### src/rtl/branch_history_unit_if.sv
// Fetch/resolve/PHT-update signal bundle for branch_history_unit.
// The slave modport is the unit itself; the master modport is the surrounding pipeline.
interface branch_history_unit_if #(
  parameter int TABLE_INDEX = 7,
  parameter int HIST_LEN    = 7,
  parameter int DEPTH       = 8
);
  localparam int CNT_W = $clog2(DEPTH) + 1;

  logic [15:0]            fetch_pc;
  logic                   br_fetch;
  logic                   pred_taken;
  logic                   br_ready;
  logic [TABLE_INDEX-1:0] pht_pred_ind;
  logic                   br_resolve;
  logic                   resolve_taken;
  logic                   flush;
  logic                   ld_pht;
  logic                   taken_in;
  logic [TABLE_INDEX-1:0] pht_taken_ind;
  logic                   mispredict;
  logic [HIST_LEN-1:0]    ghr_spec;
  logic [CNT_W-1:0]       count;

  modport slave (
    input  fetch_pc, br_fetch, pred_taken, br_resolve, resolve_taken, flush,
    output br_ready, pht_pred_ind, ld_pht, taken_in, pht_taken_ind, mispredict,
    output ghr_spec, count
  );

  modport master (
    output fetch_pc, br_fetch, pred_taken, br_resolve, resolve_taken, flush,
    input  br_ready, pht_pred_ind, ld_pht, taken_in, pht_taken_ind, mispredict,
    input  ghr_spec, count
  );
endinterface

### src/rtl/branch_history_unit.sv
// Speculative global history plus in-flight branch FIFO for a gshare predictor:
// forms the PHT read index at fetch and the PHT write port at resolution.
module branch_history_unit #(
  parameter int TABLE_INDEX = 7,
  parameter int HIST_LEN    = 7,
  parameter int DEPTH       = 8
) (
  input logic                  clk,
  input logic                  rst_n,
  branch_history_unit_if.slave bus
);
  localparam int PTR_W = $clog2(DEPTH);
  localparam int CNT_W = PTR_W + 1;

  logic [TABLE_INDEX-1:0] idx_mem_r  [DEPTH];
  logic                   pred_mem_r [DEPTH];
  logic [HIST_LEN-1:0]    ghr_mem_r  [DEPTH];

  logic [PTR_W-1:0]       head_r, tail_r, head_n_s, tail_n_s;
  logic [CNT_W-1:0]       count_r, count_n_s;
  logic [HIST_LEN-1:0]    ghr_spec_r, ghr_spec_n_s;
  logic [HIST_LEN-1:0]    ghr_commit_r, ghr_commit_n_s;
  logic                   ld_pht_r, taken_in_r, mispredict_r;
  logic [TABLE_INDEX-1:0] pht_taken_ind_r;

  logic [TABLE_INDEX-1:0] ghr_ext_s, pred_ind_s, head_idx_s;
  logic [HIST_LEN-1:0]    head_ghr_s;
  logic                   head_pred_s, ready_s, pop_s, push_s, mis_s;

  // Index formation, queue control and next-state selection
  always_comb begin
    ghr_ext_s                = {TABLE_INDEX{1'b0}};
    ghr_ext_s[HIST_LEN-1:0]  = ghr_spec_r;
    pred_ind_s               = bus.fetch_pc[TABLE_INDEX:1] ^ ghr_ext_s;
    ready_s                  = (count_r != CNT_W'(DEPTH));
    pop_s                    = bus.br_resolve && (count_r != {CNT_W{1'b0}});
    head_idx_s               = idx_mem_r[head_r];
    head_pred_s              = pred_mem_r[head_r];
    head_ghr_s               = ghr_mem_r[head_r];
    mis_s                    = pop_s && (bus.resolve_taken != head_pred_s);
    push_s                   = bus.br_fetch && ready_s && !mis_s && !bus.flush;
    head_n_s                 = head_r;
    tail_n_s                 = tail_r;
    count_n_s                = count_r;
    ghr_spec_n_s             = ghr_spec_r;

    if (pop_s) begin
      ghr_commit_n_s = {ghr_commit_r[HIST_LEN-2:0], bus.resolve_taken};
    end else begin
      ghr_commit_n_s = ghr_commit_r;
    end

    // Flush restores the committed history, including a commit landing this same cycle
    if (bus.flush) begin
      head_n_s     = {PTR_W{1'b0}};
      tail_n_s     = {PTR_W{1'b0}};
      count_n_s    = {CNT_W{1'b0}};
      ghr_spec_n_s = ghr_commit_n_s;
    end else if (mis_s) begin
      head_n_s     = {PTR_W{1'b0}};
      tail_n_s     = {PTR_W{1'b0}};
      count_n_s    = {CNT_W{1'b0}};
      ghr_spec_n_s = {head_ghr_s[HIST_LEN-2:0], bus.resolve_taken};
    end else begin
      if (pop_s) begin
        head_n_s = head_r + PTR_W'(1'b1);
      end else begin
        head_n_s = head_r;
      end
      if (push_s) begin
        tail_n_s     = tail_r + PTR_W'(1'b1);
        ghr_spec_n_s = {ghr_spec_r[HIST_LEN-2:0], bus.pred_taken};
      end else begin
        tail_n_s     = tail_r;
        ghr_spec_n_s = ghr_spec_r;
      end
      case ({push_s, pop_s})
        2'b10:   count_n_s = count_r + CNT_W'(1'b1);
        2'b01:   count_n_s = count_r - CNT_W'(1'b1);
        default: count_n_s = count_r;
      endcase
    end
  end

  // Pointer, occupancy and history registers
  always_ff @(posedge clk or negedge rst_n) begin
    if (!rst_n) begin
      head_r       <= {PTR_W{1'b0}};
      tail_r       <= {PTR_W{1'b0}};
      count_r      <= {CNT_W{1'b0}};
      ghr_spec_r   <= {HIST_LEN{1'b0}};
      ghr_commit_r <= {HIST_LEN{1'b0}};
    end else begin
      head_r       <= head_n_s;
      tail_r       <= tail_n_s;
      count_r      <= count_n_s;
      ghr_spec_r   <= ghr_spec_n_s;
      ghr_commit_r <= ghr_commit_n_s;
    end
  end

  // Entry storage; contents are only consumed while counted as valid
  always_ff @(posedge clk) begin
    if (push_s) begin
      idx_mem_r[tail_r]  <= pred_ind_s;
      pred_mem_r[tail_r] <= bus.pred_taken;
      ghr_mem_r[tail_r]  <= ghr_spec_r;
    end
  end

  // PHT write port, one cycle after the pop
  always_ff @(posedge clk or negedge rst_n) begin
    if (!rst_n) begin
      ld_pht_r        <= 1'b0;
      mispredict_r    <= 1'b0;
      taken_in_r      <= 1'b0;
      pht_taken_ind_r <= {TABLE_INDEX{1'b0}};
    end else begin
      ld_pht_r     <= pop_s;
      mispredict_r <= mis_s;
      if (pop_s) begin
        taken_in_r      <= bus.resolve_taken;
        pht_taken_ind_r <= head_idx_s;
      end else begin
        taken_in_r      <= taken_in_r;
        pht_taken_ind_r <= pht_taken_ind_r;
      end
    end
  end

  assign bus.br_ready      = ready_s;
  assign bus.pht_pred_ind  = pred_ind_s;
  assign bus.ld_pht        = ld_pht_r;
  assign bus.taken_in      = taken_in_r;
  assign bus.pht_taken_ind = pht_taken_ind_r;
  assign bus.mispredict    = mispredict_r;
  assign bus.ghr_spec      = ghr_spec_r;
  assign bus.count         = count_r;
endmodule

### src/flat_wrapper.sv
// flat-port wrapper written by rule: the top's interface ports become plain ports
module branch_history_unit_flat 
#(
  parameter int TABLE_INDEX = 7,
  parameter int HIST_LEN    = 7,
  parameter int DEPTH       = 8
)
  (clk, rst_n, bus_fetch_pc, bus_br_fetch, bus_pred_taken, bus_br_resolve, bus_resolve_taken, bus_flush, bus_br_ready, bus_pht_pred_ind, bus_ld_pht, bus_taken_in, bus_pht_taken_ind, bus_mispredict, bus_ghr_spec, bus_count);
  branch_history_unit_if #(.TABLE_INDEX(TABLE_INDEX), .HIST_LEN(HIST_LEN), .DEPTH(DEPTH)) bus_i ();
  input logic clk;
  input logic rst_n;
  input wire logic [$bits(bus_i.fetch_pc)-1:0] bus_fetch_pc;
  input wire logic [$bits(bus_i.br_fetch)-1:0] bus_br_fetch;
  input wire logic [$bits(bus_i.pred_taken)-1:0] bus_pred_taken;
  input wire logic [$bits(bus_i.br_resolve)-1:0] bus_br_resolve;
  input wire logic [$bits(bus_i.resolve_taken)-1:0] bus_resolve_taken;
  input wire logic [$bits(bus_i.flush)-1:0] bus_flush;
  output wire logic [$bits(bus_i.br_ready)-1:0] bus_br_ready;
  output wire logic [$bits(bus_i.pht_pred_ind)-1:0] bus_pht_pred_ind;
  output wire logic [$bits(bus_i.ld_pht)-1:0] bus_ld_pht;
  output wire logic [$bits(bus_i.taken_in)-1:0] bus_taken_in;
  output wire logic [$bits(bus_i.pht_taken_ind)-1:0] bus_pht_taken_ind;
  output wire logic [$bits(bus_i.mispredict)-1:0] bus_mispredict;
  output wire logic [$bits(bus_i.ghr_spec)-1:0] bus_ghr_spec;
  output wire logic [$bits(bus_i.count)-1:0] bus_count;
  assign bus_i.fetch_pc = bus_fetch_pc;
  assign bus_i.br_fetch = bus_br_fetch;
  assign bus_i.pred_taken = bus_pred_taken;
  assign bus_i.br_resolve = bus_br_resolve;
  assign bus_i.resolve_taken = bus_resolve_taken;
  assign bus_i.flush = bus_flush;
  assign bus_br_ready = bus_i.br_ready;
  assign bus_pht_pred_ind = bus_i.pht_pred_ind;
  assign bus_ld_pht = bus_i.ld_pht;
  assign bus_taken_in = bus_i.taken_in;
  assign bus_pht_taken_ind = bus_i.pht_taken_ind;
  assign bus_mispredict = bus_i.mispredict;
  assign bus_ghr_spec = bus_i.ghr_spec;
  assign bus_count = bus_i.count;
  branch_history_unit #(.TABLE_INDEX(TABLE_INDEX), .HIST_LEN(HIST_LEN), .DEPTH(DEPTH)) u_core (.clk(clk), .rst_n(rst_n), .bus(bus_i));
endmodule
### config.mk
export PLATFORM = sky130hd
export DESIGN_NAME = branch_history_unit_flat
export DESIGN_NICKNAME = d
export VERILOG_FILES = /design/src/rtl/branch_history_unit_if.sv /design/src/rtl/branch_history_unit.sv /design/src/flat_wrapper.sv
export SDC_FILE = /design/constraint.sdc
export NUM_CORES = 1
export LEC_CHECK = 0
export CAP_MARGIN = 30
export CORE_MARGIN = 4
export CORE_UTILIZATION = 50
export DETAILED_ROUTE_END_ITERATION = 16
export PLACE_DENSITY = 0.71
export SLEW_MARGIN = 20
export SYNTH_ARGS = -nofsm -noshare
export SYNTH_HDL_FRONTEND = slang
export SYNTH_SLANG_ARGS = --single-unit
### constraint.sdc
create_clock -name clk -period 5.65 [get_ports clk]
set_input_delay 1.695 -clock clk [delete_from_list [all_inputs] [get_ports clk]]
set_output_delay 1.695 -clock clk [all_outputs]
set_load 0.03 [all_outputs]
==> results.md, run 1 <==
- Cell taking the most area after synthesis: edfxtp_1
- Final Cycle Share: 90.9%
- Mapped Area: 0.00603 sq mm
- Worst setup SP type: primary input
- # rows: 39
- Routed WL: 12.0 mm
- Max Fclk: 0.195 GHz
- Outcome: finished, final reports clean
- Area added between synthesis and finish: 21.9%
- Net switching power: 1.14 mW
- Nets: 455
- Seq/Total Area, Yosys: 69.9%
- Post-DP Area: 0.00672 sq mm
- Clock latency on the worst-skew pair: 410 ps
- Full die area: 0.0139 sq mm
- Max-slew violation count: 0
- Crit-path max FO: 9
- Core Area: 0.0116 sq mm
- Skew final: 5.85 ps
- Initial antenna violation count: 0
- Setup TNS: 0 ps
- Crit path from: bus_fetch_pc[1]
- Placer Congestion: 0.784
- Die X: 118 um
- Hold_buf cts: 0
- Final Hold Viols: 0
- Design Area, Final: 0.00735 sq mm
- First-pass GRT wire length: 19.5 mm
- Worst hold-check path type: reg2reg
- Initial core utilization: 51.9%
- Register bit count reported by yosys: 146
- Max Root-Sink Buffers: 2
- Chip Height: 118 um
- Internal power: 2.64 mW
- Synth area leaders: edfxtp_1 (56%), dfrtp_1 (14%), mux4_2 (9.7%)
- Hold slack: 477 ps
- Req. time, crit path: 3950 ps
- Leak Pwr: 2.66 nW
- WL/cell: 20.6 um
- R2R Path Start: u_core.head_r[0]
- Peak supply drop: 532 uV
- Actual slew at the worst max-slew pin: 792 ps
- Sinks on the clock net: 146
- Crit path kind: in2out
- DRT Pass-1 Iters: 5
- Setup Viol. Count Final: 0
- Ys Warns: 0
- Starting DRT DRC Count: 284
- All-Layer GR Usage: 18.6%
- Pin count of the biggest net entering global routing: 35
- Hold_sp: u_core.bus.taken_in
- Antenna-violating nets left: 0
- Vias in the first global route: 3445
- Endpoint class of the critical path: output port
- Syn nets: 389
- Pwr dens: 514 mW/mm^2
- Share of layout cells above drive strength 1: 20.2%
- Gr ovfl total: 0
- DRC errors left: 0
- Crit path time final: 5140 ps
- # IOs: 52
- Yosys cell types: 40
- CTS tree: yes
- Mapped Cells: 362
- Worst EP arrival: 3440 ps
- ANT cells: 0
- Reg clk slew, reported paths: 60 ps
- Via count: 3316
- DR vias/cell: 5.68
- Share of the synthesized area in the top cell type: 55.8%
- Post-CTS setup buffers: 0
- Avg Cell Area, Syn: 16.7 sq um
- Rel. slew slack: 47.2%
- # H-tree levels: 4
- RSZ-0062 raised after global routing: false
- Max Cap Viol: 0
- Root buf cell: clkbuf_16
- Clock network fraction of design power: 31.6%
- Total CTS buffers: 17
- Switching Share: 30.2%
- Comb power frac: 26.8%
- # resized after CTS: 0
- Flop pwr share: 41.5%
- Final HPWL DP: 7.36 mm
- Port bufs: 42
critical path: stages:
cell and delay [ps]:
clkdlybuf4s50_1 470, xor2_1 490, clkdlybuf4s50_1 790
state kept, by name, indices dropped and copies added, names as in the netlist:
| name | flops |
|---|---|
| u_core.bus.ghr_spec | 7 |
| u_core.head_r | 3 |
| u_core.bus.ld_pht | 1 |
| u_core.bus.taken_in | 1 |
| u_core.bus.count | 4 |
| u_core.tail_r | 3 |
| u_core.ghr_commit_r | 7 |
| u_core.bus.pht_taken_ind | 7 |
| u_core.idx_mem_r | 56 |
| u_core.bus.mispredict | 1 |
| u_core.ghr_mem_r | 48 |
| u_core.pred_mem_r | 8 |
metrics by stage:
step | power [mW] | std cells | utilization [%] | setup slack (ps)
floorplan | 2.22 | 362 | - | 1580
global placement | 2.58 | 552 | 57.8 | 608
detailed placement | 2.61 | 552 | 57.8 | 553
CTS | 3.82 | 584 | 63.3 | 538
global route | 3.96 | 584 | 63.3 | 459
finish | 3.78 | 584 | 63.3 | 514
metal layers:
metal | up-vias | global-route usage, % | wire length, um
li1 | 1523 | - | -
met1 | 1684 | 25.2 | 5230
met2 | 102 | 29.3 | 5970
met3 | 7 | 4.76 | 711
met4 | 0 | 6.81 | 136
met5 | - | 0 | 0
final timing paths:
| check | end | slack (ps) | cells after the start |
|---|---|---|---|
| min reg2reg | u_core.bus.taken_in | 480 | 2 |
| min in group asynchronous | u_core.bus.mispredict | 1370 | 1 |
| max in group asynchronous | u_core.head_r[0] | 3730 | 1 |
| min | u_core.bus.taken_in | 480 | 2 |
| max reg2reg | u_core.bus.count[2] | 2600 | 12 |
| max | bus_pht_pred_ind[0] | 510 | 3 |
power groups by stage:
stage	clock, mW	combinational (mW)	sequential, mW
finish	1.20	1.01	1.57
global route	1.26	1.10	1.60
CTS	1.22	1.02	1.58
detailed placement	0	1.02	1.60
global placement	0	0.998	1.58
floorplan	0	0.557	1.66
logic make-up (layout without fill, tap and decap cells):
| family | count (synthesis) | after routing | share of synthesized area (%) |
|---|---|---|---|
| flip-flops | 146 | 146 | 69.9 |
| AND/OR/NAND/NOR | 95 | 95 | 7.49 |
| multiplexers | 45 | 45 | 13.0 |
| AO/OA/AOI/OAI | 34 | 34 | 4.23 |
| buffers and inverters | 23 | 102 | 2.10 |
| XOR/XNOR | 15 | 15 | 2.49 |
| adder cells (fa/ha/maj) | 4 | 4 | 0.830 |
cell usage in the layout, fill, tap and decap left out, types with 4 or more instances in the layout:
cell type,n
clkbuf_16,17
xor2_1,10
bufinv_16,5
o21ai_0,9
a21oi_1,4
nand2_1,42
a211oi_1,7
nor2_1,17
clkbuf_1,4
nor2b_1,9
xnor2_1,4
o221a_1,6
ha_1,4
nor3_1,8
edfxtp_1,112
clkdlybuf4s50_1,41
buf_4,24
dfrtp_1,33
mux4_2,26
mux2i_1,17
cell usage after synthesis:
| cell type | number |
|---|---|
| dfrtp_1 | 34 |
| or4b_4 | 1 |
| a31oi_1 | 2 |
| or4b_1 | 1 |
| a211oi_1 | 7 |
| nand4_1 | 3 |
| clkbuf_1 | 6 |
| a22oi_1 | 1 |
| nand3_1 | 3 |
| nor3_1 | 10 |
| xnor2_1 | 4 |
| inv_2 | 2 |
| nor2_1 | 17 |
| nand2_1 | 42 |
| mux2_1 | 1 |
| mux4_2 | 26 |
| mux2i_1 | 17 |
| xnor2_4 | 1 |
| a211o_1 | 1 |
| buf_1 | 2 |
| o22a_1 | 1 |
| a2bb2oi_1 | 1 |
| a21oi_1 | 4 |
| buf_4 | 3 |
| o221a_1 | 6 |
| nor2b_1 | 9 |
| and2_4 | 2 |
| edfxtp_1 | 112 |
| xor2_1 | 10 |
| or3_1 | 2 |
| inv_1 | 2 |
| o41ai_2 | 1 |
| nand2b_1 | 3 |
| mux2_4 | 1 |
| o21ai_0 | 9 |
| nor4b_1 | 2 |
| buf_6 | 3 |
| buf_2 | 5 |
| ha_1 | 4 |
| a21o_1 | 1 |
cell type report:
| cell class | count | area [sq um] |
|---|---|---|
| Timing Repair Buffer | 66 | 596 |
| Inverter | 4 | 15.0 |
| Tap cell | 143 | 179 |
| Multi-Input combinational cell | 193 | 1710 |
| Fill cell | 839 | 4260 |
| Clock buffer | 22 | 454 |
| Sequential cell | 146 | 4220 |
| Clock inverter | 10 | 183 |
No activity file was read; power rests on OpenSTA's default activity.
==> run 2, diff against run 1 <==
PLACE_DENSITY = 0.69   (was 0.71)
==> run 2 against run 1 <==
  * Non-clock buffer count is 7 lower
  * Worst setup slack worse by 17 ps
  * First-iteration DRC count is 9.2% higher
  * Critical path depth stayed put
  * Die area stayed put
  * Largest power group unchanged
==> results.md, run 2 (synthesized netlist as in run 1, its figures left out) <==
- RSZ-0062 raised after global routing: false (unchanged)
- Commonest non-fill, non-tap cell in the layout: edfxtp_1 (unchanged)
- Comb power frac: 28.1% (was 26.8%)
- Hold_buf cts: 0 (unchanged)
- Hold Path Depth: 2 (unchanged)
- Gr ovfl total: 0 (unchanged)
- Rel. slew slack: 46.1% (was 47.2%)
- Core Area: 0.0116 sq mm (unchanged)
- Clock latency on the worst-skew pair: 420 ps (was 410 ps)
- Crit path buf inv count: 2 (unchanged)
- Largest Register: u_core.idx_mem_r (unchanged)
- Max Root-Sink Buffers: 2 (unchanged)
- # H-tree levels: 4 (unchanged)
- Outcome: finished, final reports clean (unchanged)
- ANT cells: 0 (unchanged)
- Reg2reg end: u_core.bus.count[2] (unchanged)
- Hold_sp: u_core.bus.taken_in (unchanged)
- Share of layout cells above drive strength 1: 19.4% (was 20.2%)
- Flop pwr share: 43.5% (was 41.5%)
- R2R Path Start: u_core.head_r[0] (unchanged)
- Internal power: 2.44 mW (was 2.64 mW)
- Max FFs per register: 56 (unchanged)
- R2R setup slack: 2500 ps (was 2600 ps)
- Post-CTS setup buffers: 0 (unchanged)
- Slowest CP cell: clkdlybuf4s50_1 (unchanged)
- Max Cap Viol: 0 (unchanged)
- Placed Cells: 545 (was 552)
- Hold Path End: u_core.bus.taken_in (unchanged)
- Skew final: 9.16 ps (was 5.85 ps)
- Post-Place Worst Slack: 461 ps (was 553 ps)
- Starting DRT DRC Count: 310 (was 284)
- Max Fclk: 0.194 GHz (was 0.195 GHz)
- Final HPWL DP: 7.41 mm (was 7.36 mm)
- Net switching power: 1.16 mW (was 1.14 mW)
- Setup TNS: 0 ps (unchanged)
- CP cell instances: clkdlybuf4s50_1, xor2_1, clkdlybuf4s50_1 (unchanged)
- Sinks on the clock net: 146 (unchanged)
- Vias in the first global route: 3529 (was 3445)
- FF-to-FF path depth: 12 (unchanged)
- Worst setup margin: 496 ps (was 514 ps)
- Switching Share: 32.3% (was 30.2%)
- Root buf cell: clkbuf_16 (unchanged)
- Endpoint class of the critical path: output port (unchanged)
- Antenna-violating nets left: 0 (unchanged)
- Port bufs: 42 (unchanged)
- Actual slew at the worst max-slew pin: 809 ps (was 792 ps)
- Pin count of the biggest net entering global routing: 35 (unchanged)
- Crit path time final: 5150 ps (was 5140 ps)
- First-pass GRT wire length: 19.7 mm (was 19.5 mm)
- Final Cycle Share: 91.2% (was 90.9%)
- CTS tree: yes (unchanged)
- Initial core utilization: 51.9% (unchanged)
- Largest regs: u_core.idx_mem_r: 56 flops, u_core.ghr_mem_r: 48 flops, u_core.pred_mem_r: 8 flops (unchanged)
- DR vias/cell: 5.84 (was 5.68)
- Post-DP Area: 0.00666 sq mm (was 0.00672 sq mm)
- Commonest non-fill, non-tap cells in the layout: edfxtp_1 (112), nand2_1 (42), clkdlybuf4s50_1 (41), dfrtp_1 (33), mux4_2 (26) (unchanged)
- Setup Viol. Count Final: 0 (unchanged)
- Placer Congestion: 0.772 (was 0.784)
- Worst hold-check path type: reg2reg (unchanged)
- # resized after CTS: 0 (unchanged)
- # IOs: 52 (unchanged)
- All-Layer GR Usage: 19.0% (was 18.6%)
- Via count: 3361 (was 3316)
- Design Power: 3.60 mW (was 3.78 mW)
- Die X: 118 um (unchanged)
- Total CTS buffers: 17 (unchanged)
- Area added between synthesis and finish: 19.5% (was 21.9%)
- Final Hold Viols: 0 (unchanged)
- Worst setup SP type: primary input (unchanged)
- DRC errors left: 0 (unchanged)
- CP peak stage delay: 790 ps (about the same)
- Pwr dens: 500 mW/mm^2 (was 514 mW/mm^2)
- Max-slew violation count: 0 (unchanged)
- Req. time, crit path: 3950 ps (about the same)
- Initial antenna violation count: 0 (unchanged)
- Crit path kind: in2out (unchanged)
- Routed WL: 12.1 mm (was 12.0 mm)
- Leak Pwr: 2.58 nW (was 2.66 nW)
- Most used cell, CP: clkdlybuf4s50_1 (unchanged)
- Crit-path max FO: 9 (unchanged)
- # rows: 39 (unchanged)
- Design Area, Final: 0.00720 sq mm (was 0.00735 sq mm)
- WL/cell: 21.1 um (was 20.6 um)
- Final Non-Filler Cells: 576 (was 584)
- FILL cells: 870 (was 839)
- Worst EP arrival: 3460 ps (was 3440 ps)
- Nets: 448 (was 455)
- Chip Height: 118 um (unchanged)
- Full die area: 0.0139 sq mm (unchanged)
- Kind of cell adding the most delay to the critical path: buffers and inverters (unchanged)
- Reg clk slew, reported paths: 60 ps (about the same)
- DRT Pass-1 Iters: 4 (was 5)
- Clock network fraction of design power: 28.5% (was 31.6%)
- Peak supply drop: 354 uV (was 532 uV)
[run 2: changes by cell type in the layout (fill, tap and decap cells not counted), sizes merged]
cell      delta
buf          -7
clkbuf       -5
bufinv       -4
clkinv       +5
inv          +2
clkinvlp     +1
[run 2: worst max path at each step]
stage	startpoint	endpoint	slack, ps	depth (start not counted)
6_report	bus_fetch_pc[6]	bus_pht_pred_ind[5]	500	3
5_1_grt	bus_fetch_pc[6]	bus_pht_pred_ind[5]	340	3
4_1_cts	bus_fetch_pc[6]	bus_pht_pred_ind[5]	450	3
3_5_place_dp	bus_fetch_pc[6]	bus_pht_pred_ind[5]	460	3
3_3_place_gp	bus_fetch_pc[6]	bus_pht_pred_ind[5]	540	3
2_1_floorplan	bus_fetch_pc[1]	bus_pht_pred_ind[0]	1580	1
[run 2: worst min-delay path, delay by kind of cell, from the launching register on]
family | cells | cell delay, ps
AND/OR/NAND/NOR | 2 | 100
flip-flops | 1 | 340
[run 2: cell type report]
type / count / area, sq um / share of cell area [%]
sequential: 146 / 4220 / 58.5
multi-input combinational: 193 / 1710 / 23.7
timing repair buffer: 59 / 543 / 7.54
clock buffer: 17 / 425 / 5.91
tap: 143 / 179 / 2.48
clock inverter: 14 / 115 / 1.60
inverter: 4 / 15.0 / 0.208
[run 2: per-layer routing]
layer,up-vias,track usage [%],wire [um]
met4,0,7.33,221
met3,17,5.72,719
met5,-,0,0
met2,110,30.7,6040
li1,1512,-,-
met1,1722,24.5,5150
[run 2: power groups by stage]
| stage | sequential [mW] | clock (mW) | combinational, mW |
|---|---|---|---|
| after CTS | 1.57 | 1.04 | 1.02 |
| final | 1.57 | 1.03 | 1.01 |
| after global placement | 1.58 | 0 | 0.992 |
| after detailed placement | 1.59 | 0 | 1.02 |
| after global routing | 1.59 | 1.09 | 1.10 |
| after floorplan | 1.66 | 0 | 0.557 |
[run 2: stage by stage]
| stage | utilization, % | hold slack, ps |
|---|---|---|
| global placement | 57.4 | 455 |
| floorplan | - | 442 |
| finish | 62.0 | 474 |
| CTS | 62.0 | 477 |
| global route | 62.0 | 512 |
| detailed placement | 57.4 | 463 |
==> run 3, diff against run 2 <==
SETUP_SLACK_MARGIN = 0.15   (was default)
==> results of run 3 <==
Final layout, timing and power as in run 2 (identical DEF).
==> patch 1 (config.mk and constraints of run 1) <==
`DEPTH` is set to 8 in 3 places; all go to 32.
--- a/src/rtl/branch_history_unit_if.sv
+++ b/src/rtl/branch_history_unit_if.sv
@@ -4,5 +4,5 @@
   parameter int TABLE_INDEX = 7,
   parameter int HIST_LEN    = 7,
-  parameter int DEPTH       = 8
+  parameter int DEPTH       = 32
 );
   localparam int CNT_W = $clog2(DEPTH) + 1;
--- a/src/rtl/branch_history_unit.sv
+++ b/src/rtl/branch_history_unit.sv
@@ -4,5 +4,5 @@
   parameter int TABLE_INDEX = 7,
   parameter int HIST_LEN    = 7,
-  parameter int DEPTH       = 8
+  parameter int DEPTH       = 32
 ) (
   input logic                  clk,
--- a/src/flat_wrapper.sv
+++ b/src/flat_wrapper.sv
@@ -4,5 +4,5 @@
   parameter int TABLE_INDEX = 7,
   parameter int HIST_LEN    = 7,
-  parameter int DEPTH       = 8
+  parameter int DEPTH       = 32
 )
   (clk, rst_n, bus_fetch_pc, bus_br_fetch, bus_pred_taken, bus_br_resolve, bus_resolve_taken, bus_flush, bus_br_ready, bus_pht_pred_ind, bus_ld_pht, bus_taken_in, bus_pht_taken_ind, bus_mispredict, bus_ghr_spec, bus_count);
Interface: changed (resized bus_count); port bits go from 52 to 54. The function was not compared with the original's and may differ.
==> patch 1 against run 1 <==
  * Clock skew grew 0.016 ns
  * Total power rose to 2.6 times the old value
  * Hold slack worse by 0.0013 ns
  * Register-to-register slack worse by 1.3 ns
  * Area after synthesis grew to 3.2 times the old value
  * Largest power group unchanged
  * Combinational power grew 110%
  * Largest cell class unchanged
  * Highest routed layer is now met5
  * Worst setup slack improved by 0.0076 ns
  * Design area grew to 3.0 times the old value
  * Wire length rose to 3.5 times the old value
  * Critical path depth did not move
  * Sequential cell count is 342 higher
  * Count of clock-buffer cells in the layout increased by 44
==> patch 1: results (changes against run 1) <==
Post-synth top cells=edfxtp_1 (448), mux4_2 (130), nand2_1 (54); Worst-Skew Late Latency=0.57 ns (+0.16 ns); vias in the first global route=9796 (+180%); asr flop ratio synth=8.20% (-15 points); first-pass GRT wire length=63700 µm (+230%); compound-cell area share of the yosys netlist=2.13% (-2.1 points); ratio of cells with drive above 1 in the final layout=27.8% (+7.6 points); met3 routed WL=3020 µm (+320%); mux contribution to synthesized area=17.0% (+4.0 points); initial antenna violation count=1 (+1); Via density=5.92 (+4.2%); HP Start=u_core.bus.taken_in; post-synthesis adder-cell area fraction=0.517% (-0.31 points); largest net degree at the start of global routing=72 (+110%); status=complete, no violations; routability cong.=0.814 (+3.8%); mean routed wirelength per cell=26.3 µm (+28%); maximum VDD drop=0.440 mV (-17%); PortBufs=44 (+4.8%); Post-synth EDFFs=448 (+300%); Reg2Reg Launch Point=u_core.head_r[1]; r2r setup slk=1.31 ns (-1.29 ns); Total GRT Usage=20.7% (+2.1 points); leakage power=7.28 nW (+170%); FF-to-FF End=u_core.bus.count[4]; Nets=1104 (+140%); hpwl dp=25900 µm (+250%); synth top area cells=edfxtp_1 (69%), mux4_2 (15%), dfrtp_1 (5.2%); M1 wire length=17700 µm (+240%); post-route cell area=22400 µm² (+200%); Max FO, Critical Path=2 (-7); biggest regs=u_core.idx_mem_r: 224 flops, u_core.ghr_mem_r: 192 flops, u_core.pred_mem_r: 32 flops; M2 GR Usage=32.8% (+3.5 points); Slew @ Worst Pin=1.00 ns (+0.213 ns); filler instances=2707 (+220%); Met2 Wirelength=21100 µm (+250%)
==> patch 1: worst register-to-register path: stages (launching register included) <==
cell and delay (ns):
dfrtp_4 1.08, mux2_2 0.45, o311ai_0 0.26, o21ai_0 0.35, nor3_1 0.43, o21ai_1 0.19
and2_1 0.24, xnor2_1 0.17, ha_1 0.21, nor2_1 0.06, nor2_1 0.10, a21oi_1 0.10
or4_1 0.53, nand3_1 0.10
==> patch 1: cell type report <==
class / count / share of cell area [%]
flip-flops and latches: 488 / 64.6
multi-input cells: 399 / 20.9
well taps: 511 / 2.85
inverters: 10 / 0.168
repair buffers: 126 / 4.80
clock buffers: 66 / 5.89
clock inverters: 23 / 0.804
==> patch 1: stage by stage <==
stage	std cells	hold slack [ns]	setup WS, ns
6_report	1623	0.475	0.521
5_1_grt	1623	0.511	0.467
4_1_cts	1622	0.478	0.504
3_5_place_dp	1533	0.463	0.523
3_3_place_gp	1533	0.459	0.510
2_1_floorplan	945	0.441	0.971
==> patch 1: worst max path at each step <==
stage | start | end | slack (ns)
2_1_floorplan | bus_fetch_pc[1] | bus_pht_pred_ind[0] | 0.97
3_3_place_gp | bus_fetch_pc[2] | bus_pht_pred_ind[1] | 0.51
3_5_place_dp | bus_fetch_pc[5] | bus_pht_pred_ind[4] | 0.52
4_1_cts | bus_fetch_pc[2] | bus_pht_pred_ind[1] | 0.50
5_1_grt | bus_fetch_pc[5] | bus_pht_pred_ind[4] | 0.47
6_report | bus_fetch_pc[2] | bus_pht_pred_ind[1] | 0.52
==> patch 1: power by group <==
part           internal [mW]  total (mW)  switching (mW)
registers               4.51        4.70           0.190
clock network           1.73        3.04            1.31
logic                  0.802        2.08            1.28
total                   7.04        9.82            2.77
==> patch 2 (flow settings as in run 1) <==
Without the edit above. Reset style: synchronous (`rst_n`), changed in 2 clocked blocks.
--- a/src/rtl/branch_history_unit.sv
+++ b/src/rtl/branch_history_unit.sv
@@ -84,5 +84,5 @@
 
   // Pointer, occupancy and history registers
-  always_ff @(posedge clk or negedge rst_n) begin
+  always_ff @(posedge clk) begin
     if (!rst_n) begin
       head_r       <= {PTR_W{1'b0}};
@@ -110,5 +110,5 @@
 
   // PHT write port, one cycle after the pop
-  always_ff @(posedge clk or negedge rst_n) begin
+  always_ff @(posedge clk) begin
     if (!rst_n) begin
       ld_pht_r        <= 1'b0;
Formal check against the unedited RTL: differs if rst_n is asserted again (counterexample within 4 cycles, from zero or initial values and one cycle with rst_n low); with rst_n held inactive, the same outputs for 4 cycles.
==> patch 2 against run 1 <==
  * Sequential cell count grew 3
  * Critical path depth is the same
  * Via count fell by 3.5%
  * Die area down 1.0%
  * Area after synthesis decreased by 1.1%
  * Synthesized cell count is 3.9% lower
  * Design area fell by 2.2%
  * Worst setup slack improved by 0.030 ns
  * Wire length shrank 5.6%
Power is not compared: it rests on default switching activity, and its combinational part moved more than twofold at a synthesized area within 25%.
==> patch 2: results (changes against run 1) <==
WP data arrival=3.41 ns (-0.03 ns); clk slew on worst S/H paths=0.06 ns (about the same); total CTS buffers=17 (unchanged); Mapped Nets=376 (-3.3%); DP Area=6640 µm² (-1.2%); Top FF cell, synth=edfxtp_1; n_diodes=0 (unchanged); Place WS=0.516 ns (-0.0366 ns); PortBufs=42 (unchanged); library cells used by synthesis=39 (-2.5%); Placed Instances=533 (-3.4%); hpwl dp=7070 µm (-4.0%); Synth Area in XOR/XNOR=2.20% (-0.29 points); root buf cell=clkbuf_16; Layout Skew=0.0107 ns (+0.00486 ns); DR vias=3200 (-3.5%); biggest regs=u_core.idx_mem_r: 56 flops, u_core.ghr_mem_r: 48 flops, u_core.pred_mem_r: 8 flops; mean routed wirelength per cell=20.1 µm (-2.4%); routability cong.=0.776 (-1.1%); first-pass GRT wire length=18200 µm (-6.5%); worst min-delay path class=flop to flop; synth warn=0 (unchanged); Nets=437 (-4.0%); Initial DRT Pass Iterations=4 (-1); post_cts resized=0 (unchanged); mux contribution to synthesized area=16.0% (+3.1 points); Slew HR=47.6% (+0.36 points); sequential-to-total area share from yosys stat=68.8% (-1.1 points); compound-cell area share of the yosys netlist=4.51% (+0.28 points); asr flop ratio synth=0% (-23 points); status=complete, no violations; DR iter-0 viols=263 (-7.4%); H-tree depth=4 (unchanged); setup bufs post-CTS=0 (unchanged); Post-synth top cells=edfxtp_1 (112), dfxtp_1 (37), mux2i_1 (27); synthesized area per cell=17.1 µm² (+2.9%); Finished Layout Cells=565 (-3.3%); Post-synth EDFFs=112 (unchanged); synth top area cells=edfxtp_1 (56%), dfxtp_1 (12%), mux4_2 (9.8%); Worst-Skew Late Latency=0.42 ns; leakage power=2.45 nW; Max FO, Critical Path=9 (unchanged); vias in the first global route=3293 (-4.4%); maximum VDD drop=0.222 mV; post-synthesis adder-cell area fraction=1.05% (+0.22 points); ratio of cells with drive above 1 in the final layout=18.5% (-1.7 points); Bufs on Longest Clock Path=2 (unchanged); initial antenna violation count=0 (unchanged); Total GRT Usage=18.4% (-0.23 points); largest net degree at the start of global routing=27 (-23%)
## patch 2: cell count changes in the layout (fill, tap and decap cells not counted), sizes merged, moves of 4 or more
cell    delta
dfxtp     +37
a211oi     -7
buf        -7
nor3       -6
dfrtp     -34
nor4       +4
o211a      +7
mux2i     +11
a21boi     +6
nand2     -23
o21ai      -7
## patch 2: path summary, 6_finish.rpt
path                                             startpoint                     endpoint  slack (ns)  cells past startpoint
worst max-delay path                        bus_fetch_pc[4]          bus_pht_pred_ind[3]        0.54                      3
worst min-delay path            u_core.bus.pht_taken_ind[0]  u_core.bus.pht_taken_ind[0]        0.50                      1
worst max register to register          u_core.bus.count[1]          u_core.bus.count[2]        2.02                     13
worst min register to register  u_core.bus.pht_taken_ind[0]  u_core.bus.pht_taken_ind[0]        0.50                      1
## patch 2: layout make-up
type	count	area (µm²)
fill	846	4380
sequential	149	4100
multi-input combinational	179	1780
timing repair buffer	60	563
clock buffer	25	465
tap	143	179
clock inverter	7	85.1
inverter	2	10.0
## patch 2: per-layer routing
layer / wire (µm) / part of all wire, % / track usage (%) / vias up
li1: - / - / - / 1480
met1: 4690 / 41 / 23.3 / 1631
met2: 6000 / 53 / 30.6 / 85
met3: 614 / 5.4 / 5.14 / 4
met4: 71 / 0.62 / 6.19 / 0
met5: 0 / 0 / 0 / -
## patch 2: cell families (layout without fill, tap and decap cells)
family	Yosys count	in the layout
compound gates	30	30
flops	149	149
fa+ha+maj	5	5
simple gates	69	69
mux	60	60
buf+inv	20	94
xor+xnor	15	15
## patch 2: critical path: stages
cell and delay (ns):
clkdlybuf4s50_1 0.47, xor2_1 0.46, clkdlybuf4s50_1 0.78
## patch 2: power by group
part | total, mW | switching, mW | internal [mW]
Clock | 1.05 | 0.396 | 0.657
Combinational | 0.145 | 0.0811 | 0.0634
Sequential | 1.22 | 0.0168 | 1.20
